===== src/rtl/dco_tune_ctrl.sv =====
// Closed-loop DCO tuner: SAR search for the largest code whose osc period meets target, then +/-1 tracking.
// Latency: one measurement per SETTLE+1 osc edges (+2-3 clk sync); no backpressure, start ignored while busy.
module dco_tune_ctrl #(
  parameter int W      = 8,
  parameter int CW     = 16,
  parameter int SETTLE = 2,
  parameter int TOL    = 1
) (
  input  logic          clk,
  input  logic          reset,
  input  logic          enable,
  input  logic          start,
  input  logic [CW-1:0] target,
  input  logic          osc,
  output logic [W-1:0]  maxVal,
  output logic [W-1:0]  duty,
  output logic          busy,
  output logic          locked,
  output logic [CW-1:0] meas_period,
  output logic          meas_valid
);

  localparam int            BW       = (W > 1) ? $clog2(W) : 1;
  localparam logic [CW-1:0] CNT_MAX  = '1;
  localparam logic [W-1:0]  CODE_MAX = '1;
  localparam logic [W-1:0]  CODE_MID = W'(1) << (W - 1);
  localparam logic [CW:0]   TOL_X    = (CW + 1)'(TOL);
  localparam logic [3:0]    SET_LAST = 4'(SETTLE - 1);

  typedef enum logic [2:0] {
    S_IDLE,
    S_SETTLE,
    S_MEASURE,
    S_DECIDE,
    S_TRACK
  } state_t;

  state_t        state, state_nxt;
  logic [W-1:0]  code, code_nxt;
  logic [BW-1:0] bit_idx, bit_nxt;
  logic [CW-1:0] tgt, tgt_nxt;
  logic [3:0]    settle_cnt, settle_nxt;
  logic          tracking, tracking_nxt;
  logic          locked_nxt;
  logic [CW-1:0] mp_nxt;
  logic          mv_nxt;

  logic          sync1, sync2;
  logic          osc_edge, meas_evt;
  logic [CW-1:0] cnt;

  logic [CW:0]   p_x, t_x;
  logic          sar_over, trk_hi, trk_lo;

  // Never drive the DCO with 0: that setting bypasses the divider.
  assign maxVal = (code == '0) ? W'(1) : code;
  assign duty   = {1'b0, maxVal[W-1:1]};
  assign busy   = (state != S_IDLE);

  assign osc_edge = sync1 & ~sync2;
  assign meas_evt = osc_edge | (cnt == CNT_MAX);

  always_ff @(posedge clk or posedge reset) begin
    if (reset) begin
      sync1 <= 1'b0;
      sync2 <= 1'b0;
      cnt   <= CW'(1);
    end else begin
      sync1 <= osc;
      sync2 <= sync1;
      cnt   <= meas_evt ? CW'(1) : cnt + CW'(1);
    end
  end

  // Widened compare so target+TOL cannot wrap.
  assign p_x      = {1'b0, meas_period};
  assign t_x      = {1'b0, tgt};
  assign sar_over = p_x > t_x;
  assign trk_hi   = p_x > (t_x + TOL_X);
  assign trk_lo   = (p_x + TOL_X) < t_x;

  always_comb begin
    state_nxt    = state;
    code_nxt     = code;
    bit_nxt      = bit_idx;
    tgt_nxt      = tgt;
    settle_nxt   = settle_cnt;
    tracking_nxt = tracking;
    locked_nxt   = locked;
    mp_nxt       = meas_period;
    mv_nxt       = 1'b0;
    if (!enable) begin
      state_nxt  = S_IDLE;
      locked_nxt = 1'b0;
    end else begin
      case (state)
        S_IDLE: begin
          locked_nxt = 1'b0;
          if (start) begin
            tgt_nxt      = target;
            code_nxt     = CODE_MID;
            bit_nxt      = BW'(W - 1);
            settle_nxt   = '0;
            tracking_nxt = 1'b0;
            state_nxt    = S_SETTLE;
          end
        end
        S_SETTLE: begin
          if (meas_evt) begin
            if (!osc_edge || settle_cnt == SET_LAST) begin
              settle_nxt = '0;
              state_nxt  = S_MEASURE;
            end else begin
              settle_nxt = settle_cnt + 4'd1;
            end
          end
        end
        S_MEASURE: begin
          if (meas_evt) begin
            mp_nxt    = cnt;
            mv_nxt    = 1'b1;
            state_nxt = tracking ? S_TRACK : S_DECIDE;
          end
        end
        S_DECIDE: begin
          if (sar_over) code_nxt[bit_idx] = 1'b0;
          if (bit_idx != '0) begin
            code_nxt[bit_idx - BW'(1)] = 1'b1;
            bit_nxt = bit_idx - BW'(1);
          end else begin
            tracking_nxt = 1'b1;
          end
          settle_nxt = '0;
          state_nxt  = S_SETTLE;
        end
        S_TRACK: begin
          state_nxt  = S_MEASURE;
          settle_nxt = '0;
          if (trk_hi) begin
            locked_nxt = 1'b0;
            if (code != '0) begin
              code_nxt  = code - W'(1);
              state_nxt = S_SETTLE;
            end
          end else if (trk_lo) begin
            locked_nxt = 1'b0;
            if (code != CODE_MAX) begin
              code_nxt  = code + W'(1);
              state_nxt = S_SETTLE;
            end
          end else begin
            locked_nxt = 1'b1;
          end
        end
        default: state_nxt = S_IDLE;
      endcase
    end
  end

  always_ff @(posedge clk or posedge reset) begin
    if (reset) begin
      state       <= S_IDLE;
      code        <= CODE_MID;
      bit_idx     <= BW'(W - 1);
      tgt         <= '0;
      settle_cnt  <= '0;
      tracking    <= 1'b0;
      locked      <= 1'b0;
      meas_period <= '0;
      meas_valid  <= 1'b0;
    end else begin
      state       <= state_nxt;
      code        <= code_nxt;
      bit_idx     <= bit_nxt;
      tgt         <= tgt_nxt;
      settle_cnt  <= settle_nxt;
      tracking    <= tracking_nxt;
      locked      <= locked_nxt;
      meas_period <= mp_nxt;
      meas_valid  <= mv_nxt;
    end
  end

endmodule


===== config.mk =====
export PLATFORM = sky130hd
export DESIGN_NAME = dco_tune_ctrl
export DESIGN_NICKNAME = d
export VERILOG_FILES = /design/src/rtl/dco_tune_ctrl.sv
export SDC_FILE = /design/constraint.sdc
export NUM_CORES = 1
export LEC_CHECK = 0
export ABC_AREA = 0
export CAP_MARGIN = 20
export CORE_AREA = 4 4 104 106
export DETAILED_ROUTE_END_ITERATION = 12
export DIE_AREA = 0 0 108 110
export MAX_ROUTING_LAYER = met4
export PLACE_DENSITY_LB_ADDON = 0.1
export SLEW_MARGIN = 15
export SYNTH_ARGS = -nofsm -noshare
export SYNTH_HDL_FRONTEND = slang
export SYNTH_SLANG_ARGS = --single-unit

===== constraint.sdc =====
create_clock -name clk -period 11.8 [get_ports clk]
set_input_delay 2.95 -clock clk [delete_from_list [all_inputs] [get_ports clk]]
set_output_delay 2.95 -clock clk [all_outputs]
set_load 0.03 [all_outputs]

==> results_dict.tcl, run 1 <==
set metrics [dict create \
    status "complete, no violations" \
    fmax_ghz 0.196 \
    drv_slew 0 \
    clock_latency_ps 350 \
    tns_ps 0 \
    dpl_cell_area_sq_um 5940 \
    synth-seq-cells 71 \
    track_usage 0.240 \
    ys.flop_type "dfrtp_1" \
    multiInputGateArea_sq_um 3280 \
    grt_max_degree 72 \
    fin_crit_sh 0.433 \
    skew_ps 10.8 \
    reg2reg_to "code[7]$_DFFE_PP1P_" \
    ir_drop_uv 108 \
    yosys_warnings 0 \
    hold_class "flip-flop to flip-flop" \
    clkTransAtPathRegs_ps 80 \
    drc 0 \
    cts_tree "yes" \
    critPathRequiredTime_ps 8850 \
    p_leak_uw 0.00284 \
    nNetsFinal 749 \
    io_buffers 54 \
    synthTopCellsByArea "dfrtp_1 31%, ha_1 14%, nand2_1 6.8%, xnor2_1 5.2%, o21ai_0 3.8%" \
    grt_pass1_vias 4495 \
    syn_avg_cell_area_sq_um 8.55 \
    timing.hold.ws_ps 375 \
    timing.max_cap.violations 0 \
    grt_setup_unrepaired "false" \
    die_y_microns 110 \
    reg2reg_from "tgt[0]$_DFFE_PP0P_" \
    min_period_ps 5110 \
    drtIter0Drc 269 \
    rows 36 \
    netlist_instances 629 \
    yosysUniqueCellTypes 74 \
    powerDensity_nw_per_um2 156 \
    syn2layout_area_growth_pct 15.2 \
    crit_start "code[0]$_DFFE_PP0P_" \
    antenna-diode-count 0 \
    synthTopCellsByCount "97 x nand2_1, 66 x dfrtp_1, 61 x ha_1, 42 x nor2_1, 41 x o21ai_0" \
    dr.pass1.iters 5 \
    yosysTopAreaCell "dfrtp_1" \
    synth-edff-count 0 \
    syn_area_sq_um 5380 \
    crit_fanout 6 \
    start_util 0.550 \
    critPathCapture "maxVal[0]" \
    r2r_slack_ps 6940 \
    synthArstFlopShare 1.00 \
    hold_buffers 0 \
    p_total_uw 964 \
    worst_r2r_path_depth 20 \
    gr-total-overflow 0 \
    ios 56 \
    dp.final_hpwl_microns 9970 \
    nFillCells 837 \
    drtAntennaViolNets 0 \
    arrival_ps 2160 \
    antenna_found_initial 0 \
    seq_area_frac_synth 0.332 \
    post-route-cell-area_sq_um 6190 \
    die_w_microns 108 \
    cts_sinks 71 \
    ctsResizeCount 0 \
    cts_root_buffer "clkbuf_8" \
    hold_violations 0 \
    critPathKind "flip-flop to output pin" \
    syn_nets 712 \
    postCtsSetupBuffers 0 \
    synth_top_area_share 0.307 \
    dr_total_vias 4626 \
    numCtsBuffers 9 \
    finalSetupViolCount 0 \
    core_sq_um 9770 \
    avgViaCountPerCell 5.75 \
    gp_congestion 0.902 \
    tightest_slew_ps 880 \
    register_area_sq_um 1780 \
    synth.most_common_cell "nand2_1" \
    grt_pass1_wl_microns 21900 \
    cts.htree.levels 3 \
    finalWirelength_microns 13200 \
    drive_above_1_share 0.0686 \
    post_drt_wl_per_cell_microns 16.4 \
    end_kind "output pin" \
    cts.path.max_buffers 2 \
    slew_headroom 0.413 \
    startpoint_type "flip-flop" \
    dieArea_sq_um 11900 \
]
cells by family after synthesis:
kind of cell             count (synthesis)  share of synthesized area
multiplexers                             2                    0.00489
XOR/XNOR                                47                     0.0766
buffers and inverters                   71                     0.0582
AO/OA/AOI/OAI                          138                      0.169
other                                    1                   0.000697
AND/OR/NAND/NOR                        237                      0.213
adder cells (fa/ha/maj)                 62                      0.146
flip-flops                              71                      0.332
per-layer routing:
layer | vias to the layer above | share of wire | track usage
met5 | - | 0 | -
met4 | 0 | 0.013 | 0.0676
met3 | 14 | 0.055 | 0.0402
met2 | 122 | 0.44 | 0.363
met1 | 2208 | 0.49 | 0.337
li1 | 2282 | - | -
registers in the layout (all words and copies together) (netlist names), 3 cells and up:
signal and count:
state 3, cnt 16, meas_period 16, code 8, tgt 16, bit_idx 3, settle_cnt 4
layout make-up:
type                            instances  share of cell area
Clock buffer                           12              0.0267
Clock inverter                          4              0.0123
Tap cell                              133              0.0269
Inverter                               41              0.0253
Multi-Input combinational cell        487               0.530
Timing Repair Buffer                   56              0.0909
Sequential cell                        71               0.288
worst min path at each step:
stage / slack [ps] / startpoint / cells past startpoint / end
6_report: 380 / sync1$_DFF_PP0_ / 0 / sync2$_DFF_PP0_
5_1_grt: 390 / sync1$_DFF_PP0_ / 0 / sync2$_DFF_PP0_
3_3_place_gp: 360 / sync1$_DFF_PP0_ / 0 / sync2$_DFF_PP0_
2_1_floorplan: 350 / sync1$_DFF_PP0_ / 0 / sync2$_DFF_PP0_
4_1_cts: 380 / sync1$_DFF_PP0_ / 0 / sync2$_DFF_PP0_
3_5_place_dp: 360 / sync1$_DFF_PP0_ / 0 / sync2$_DFF_PP0_
worst max-delay path: stages, from the launching register on:
cell and delay (ps):
dfrtp_1 480, nor4_1 300, nand2_1 230, nand2_1 130, clkdlybuf4s50_1 670
cell usage in the layout (no fill, tap or decap), types with 3 or more instances in the layout:
| cell | count |
|---|---|
| a211oi_1 | 4 |
| a21o_1 | 8 |
| a21oi_1 | 31 |
| a31oi_1 | 9 |
| and3_1 | 6 |
| clkbuf_8 | 12 |
| clkdlybuf4s50_1 | 54 |
| dfrtp_1 | 66 |
| dfstp_2 | 5 |
| ha_1 | 61 |
| inv_1 | 38 |
| nand2_1 | 97 |
| nand3_1 | 27 |
| nand4_1 | 14 |
| nor2_1 | 41 |
| nor2b_1 | 11 |
| nor3_1 | 8 |
| nor3b_1 | 3 |
| nor4_1 | 7 |
| o211a_1 | 3 |
| o21a_1 | 4 |
| o21ai_0 | 41 |
| o21ai_1 | 4 |
| o22ai_1 | 6 |
| or3_1 | 3 |
| xnor2_1 | 32 |
| xor2_1 | 15 |
power breakdown:
| part | total (uW) | internal (uW) | switching [uW] |
|---|---|---|---|
| clock network | 232 | 137 | 95.5 |
| registers | 347 | 286 | 61.4 |
| logic | 385 | 154 | 231 |
through the flow:
stage | utilization | std cells | worst slack, ps
after global routing | 0.634 | 804 | 6540
after global placement | 0.607 | 787 | 6660
after detailed placement | 0.607 | 787 | 6610
after floorplan | - | 629 | 7060
after CTS | 0.632 | 803 | 6660
final | 0.634 | 804 | 6690
Note: power is estimated with default switching activity, not from simulation.
==> run 2: changes to the inputs <==
- clock period: 11.8 -> 5.2 ns (I/O delays scaled with it)
==> results_dict.tcl, run 2 (synthesis results as in run 1) <==
set metrics [dict create \
    p_total_uw 2110 \
    skew_ps 12.9 \
    status "complete, no violations" \
    nNetsFinal 750 \
    rows 36 \
    p_int_uw 1240 \
    drc 0 \
    place_ws_ps 471 \
    min_from "sync1$_DFF_PP0_" \
    drv_slew 0 \
    avgViaCountPerCell 5.69 \
    critPathRequiredTime_ps 5480 \
    final_cell_mix "97 x nand2_1, 66 x dfrtp_1, 61 x ha_1" \
    dp.final_hpwl_microns 9770 \
    finalSetupViolCount 0 \
    tns_ps 0 \
    critPathKind "flip-flop to flip-flop" \
    cts_sinks 71 \
    clkTransAtPathRegs_ps 80 \
    crit_start "tgt[0]$_DFFE_PP0P_" \
    p_switching_uw 875 \
    postCtsSetupBuffers 0 \
    start_util 0.550 \
    drtIter0Drc 285 \
    setup_slack_ps 383 \
    hold_class "flip-flop to flip-flop" \
    cts_tree "yes" \
    core_sq_um 9770 \
    grt_setup_unrepaired "false" \
    grt_pass1_wl_microns 21100 \
    drive_above_1_share 0.0699 \
    antenna_found_initial 0 \
    io_buffers 54 \
    end_kind "flip-flop" \
    swShare 0.414 \
    dpl_cell_area_sq_um 5940 \
    track_usage 0.229 \
    max_stage_delay_ps 460 \
    startpoint_type "flip-flop" \
    cts_root_buffer "clkbuf_8" \
    timing.max_cap.violations 0 \
    reg2reg_from "tgt[0]$_DFFE_PP0P_" \
    grt_pass1_vias 4324 \
    crit_path_top_delay_cell "dfrtp_1" \
    post-route-cell-area_sq_um 6170 \
    p_comb_frac 0.414 \
    antenna-diode-count 0 \
    power_frac_seq 0.371 \
    numCtsBuffers 9 \
    die_y_microns 110 \
    fmax_ghz 0.208 \
    gr-total-overflow 0 \
    final_core_util 0.632 \
    finalWirelength_microns 12500 \
    slew_headroom 0.430 \
    ctsResizeCount 0 \
    ios 56 \
    dr.pass1.iters 5 \
    dr_total_vias 4584 \
    post_drt_wl_per_cell_microns 15.5 \
    min_period_ps 4820 \
    fin_crit_sh 0.926 \
    p_leak_uw 0.00283 \
    cpMostUsedCell "ha_1" \
    drtAntennaViolNets 0 \
    clock_latency_ps 360 \
    die_w_microns 108 \
    cts.htree.levels 3 \
    ir_drop_uv 189 \
    tightest_slew_ps 854 \
    final_common_cell "nand2_1" \
    dieArea_sq_um 11900 \
    arrival_ps 5100 \
    p_clk_frac 0.215 \
    crit_fanout 8 \
    nFillCells 850 \
    grt_max_degree 49 \
    syn2layout_area_growth_pct 14.8 \
    hold_violations 0 \
    hold_buffers 0 \
    powerDensity_nw_per_um2 342 \
    crit_chain "ha_1 -> nand3_2 -> nor4_1 -> xnor2_1 -> ha_1 -> and3_4 -> a221o_1 -> a31oi_1 -> o31a_1 -> or2_1 -> inv_4 -> ha_1 -> a21o_1 -> a211o_1 -> o211ai_1 -> a21oi_1 -> nor2b_1 -> a211oi_1 -> a31oi_1 -> a31o_1" \
    cts.path.max_buffers 2 \
    gp_congestion 0.965 \
    largestRegisters "cnt: 16 flops, meas_period: 16 flops, tgt: 16 flops" \
]
==> run 2: cell count changes in the layout (fill, tap and decap cells not counted) <==
cell       change
clkbuf_8       -2
buf_12         +1
clkinv_4       +1
clkinv_2       +1
bufinv_16      -1
inv_6          +1
buf_6          +1
buf_8          -1
==> run 2: final timing paths <==
kind / endpoint / slack (ps) / cells after the start
min reg2reg: sync2$_DFF_PP0_ / 370 / 0
max: code[7]$_DFFE_PP1P_ / 380 / 20
max in group asynchronous: cnt[0]$_DFF_PP1_ / 3100 / 4
min: sync2$_DFF_PP0_ / 370 / 0
max reg2reg: code[7]$_DFFE_PP1P_ / 380 / 20
min in group asynchronous: settle_cnt[1]$_DFFE_PP0P_ / 1210 / 2
==> run 2: stage by stage <==
| step | hold WS, ps | std cells |
|---|---|---|
| final | 374 | 805 |
| after global routing | 404 | 805 |
| after CTS | 378 | 803 |
| after detailed placement | 359 | 787 |
| after global placement | 353 | 787 |
| after floorplan | 347 | 629 |
==> run 2: critical path, delay by kind of cell (launching register included) <==
kind / cells / cell delay [ps]
adders and majority gates: 3 / 810
AOI/OAI and AO/OA: 10 / 1940
and+or+nand+nor: 5 / 1250
xor gates and xnor gates: 1 / 170
buffers and inverters: 1 / 110
DFF: 1 / 460
==> run 2: area by class of cell <==
| cell class | count | area [sq um] | area share |
|---|---|---|---|
| flip-flops and latches | 71 | 1780 | 0.289 |
| well taps | 133 | 166 | 0.0270 |
| multi-input cells | 487 | 3280 | 0.532 |
| clock inverters | 6 | 68.8 | 0.0111 |
| clock buffers | 10 | 138 | 0.0223 |
| repair buffers | 57 | 579 | 0.0938 |
| inverters | 41 | 156 | 0.0253 |
==> run 2: power groups by stage <==
| stage | logic, uW | clock network (uW) | registers (uW) |
|---|---|---|---|
| after floorplan | 630 | 0 | 766 |
| after global placement | 833 | 0 | 787 |
| after detailed placement | 866 | 0 | 790 |
| after CTS | 871 | 468 | 782 |
| after global routing | 982 | 500 | 803 |
| final | 873 | 454 | 783 |
==> run 2: layer usage <==
metal / wire (microns) / global-route usage / part of all wire
met1: 5960 / 0.321 / 0.48
met2: 5630 / 0.351 / 0.45
met3: 798 / 0.0379 / 0.064
met4: 127 / 0.0559 / 0.010
met5: 0 / - / 0
==> run 3: changes to the inputs <==
- RECOVER_POWER: unset -> 100
==> results_dict.tcl, run 3 (synthesis results as in run 1) <==
set metrics [dict create \
    status "complete, but fails checks" \
    violations "max-capacitance violations, max-slew violations" \
    cts_root_buffer "clkbuf_8" \
    min_to "sync2$_DFF_PP0_" \
    gr-total-overflow 0 \
    drive_above_1_share 0.0491 \
    timing.hold.ws_ps 373 \
    dp.final_hpwl_microns 9770 \
    drc 0 \
    p_total_uw 2080 \
    post_drt_wl_per_cell_microns 15.6 \
    hold_class "flip-flop to flip-flop" \
    arrival_ps 5160 \
    final_common_cell "nand2_1" \
    max_stage_delay_ps 460 \
    reg2reg_to "code[7]$_DFFE_PP1P_" \
    antenna-diode-count 0 \
    grt_pass1_wl_microns 21100 \
    drv_slew 36 \
    finalWirelength_microns 12600 \
    finalSetupViolCount 0 \
    syn2layout_area_growth_pct 13.3 \
    p_switching_uw 862 \
    swShare 0.415 \
    io_buffers 54 \
    cts.path.max_buffers 2 \
    rows 36 \
    end_kind "flip-flop" \
    numCtsBuffers 9 \
    p_comb_frac 0.408 \
    dpl_cell_area_sq_um 5940 \
    min_period_ps 4880 \
    cts.htree.levels 3 \
    cts_sinks 71 \
    fmax_ghz 0.205 \
    cpMostUsedCell "ha_1" \
    track_usage 0.229 \
    startpoint_type "flip-flop" \
    clkTransAtPathRegs_ps 80 \
    cts_tree "yes" \
    ios 56 \
    clock_latency_ps 350 \
    ctsResizeCount 0 \
    grt_pass1_vias 4324 \
    gp_congestion 0.965 \
    tightest_slew_ps 1970 \
    hold_buffers 0 \
    drtAntennaViolNets 0 \
    reg2reg_from "tgt[0]$_DFFE_PP0P_" \
    dieArea_sq_um 11900 \
    tns_ps 0 \
    dr.pass1.iters 5 \
    grt_max_degree 49 \
    holdPathStages 0 \
    die_y_microns 110 \
    final_cell_mix "97 x nand2_1, 66 x dfrtp_1, 61 x ha_1" \
    timing.max_cap.violations 1 \
    fin_crit_sh 0.939 \
    min_from "sync1$_DFF_PP0_" \
    critPathRequiredTime_ps 5480 \
    skew_ps 13.1 \
    ir_drop_uv 188 \
    avgViaCountPerCell 5.69 \
    start_util 0.550 \
    largestRegisters "cnt: 16 flops, meas_period: 16 flops, tgt: 16 flops" \
    power_frac_seq 0.375 \
    die_w_microns 108 \
    post-route-cell-area_sq_um 6090 \
    p_clk_frac 0.218 \
    drtIter0Drc 271 \
    powerDensity_nw_per_um2 341 \
    core_sq_um 9770 \
    crit_fanout 8 \
    antenna_found_initial 0 \
    nFillCells 866 \
    p_int_uw 1220 \
    critPathKind "flip-flop to flip-flop" \
    r2r_slack_ps 320 \
    worst_r2r_path_depth 20 \
    crit_chain "ha_1 -> nand3_1 -> nor4_1 -> xnor2_1 -> ha_1 -> and3_1 -> a221o_1 -> a31oi_1 -> o31a_1 -> or2_1 -> inv_4 -> ha_1 -> a21o_1 -> a211o_1 -> o211ai_1 -> a21oi_1 -> nor2b_1 -> a211oi_1 -> a31oi_1 -> a31o_1" \
    nNetsFinal 750 \
    hold_violations 0 \
    slew_headroom -0.310 \
    grt_setup_unrepaired "false" \
    dr_total_vias 4577 \
    crit_path_top_delay_cell "dfrtp_1" \
    p_leak_uw 0.00288 \
    postCtsSetupBuffers 0 \
]
[run 3: cell count changes in the layout (fill, tap and decap cells not counted), sizes merged]
cell,before,now
buf,3,0
clkbuf,10,13
clkdlybuf4s50,54,18
dlygate4sd3,0,36
[run 3: critical path: cells and delay by family, from the launching register on]
family | cells | cell delay, ps
adders and majority gates | 3 | 790
AOI/OAI and AO/OA | 10 | 1940
xor gates and xnor gates | 1 | 170
DFF | 1 | 460
buffers and inverters | 1 | 110
and+or+nand+nor | 5 | 1350
[run 3: worst max-delay path by stage]
stage,start,to,slack (ps),cells past startpoint
global placement,tgt[0]$_DFFE_PP0P_,code[7]$_DFFE_PP1P_,660,20
finish,tgt[0]$_DFFE_PP0P_,code[7]$_DFFE_PP1P_,320,20
floorplan,tgt[0]$_DFFE_PP0P_,code[7]$_DFFE_PP1P_,1050,21
detailed placement,tgt[0]$_DFFE_PP0P_,code[7]$_DFFE_PP1P_,470,20
CTS,tgt[0]$_DFFE_PP0P_,code[7]$_DFFE_PP1P_,440,20
global route,tgt[0]$_DFFE_PP0P_,code[7]$_DFFE_PP1P_,140,20
[run 3: area by class of cell]
class	count	area [sq um]	share of cell area
inverters	41	156	0.0257
well taps	133	166	0.0273
multi-input cells	487	3230	0.530
flip-flops and latches	71	1780	0.293
clock inverters	6	68.8	0.0113
clock buffers	10	138	0.0226
repair buffers	57	552	0.0906
[run 3: power by group through the flow]
stage	clock, uW	sequential [uW]	combinational, uW
after global routing	500	798	956
final	453	779	848
after floorplan	0	766	630
after detailed placement	0	790	866
after CTS	468	782	871
after global placement	0	787	833
[run 3: stage by stage]
stage	utilization	setup slack (ps)	instances
floorplan	-	1050	629
global placement	0.607	664	787
detailed placement	0.607	471	787
CTS	0.629	435	803
global route	0.623	144	805
finish	0.623	319	805
[run 3: metal layers]
layer | track usage | up-vias | share of wire
met4 | 0.0559 | 0 | 0.0084
met5 | - | - | 0
met1 | 0.321 | 2154 | 0.47
met3 | 0.0379 | 8 | 0.064
li1 | - | 2284 | -
met2 | 0.351 | 131 | 0.45
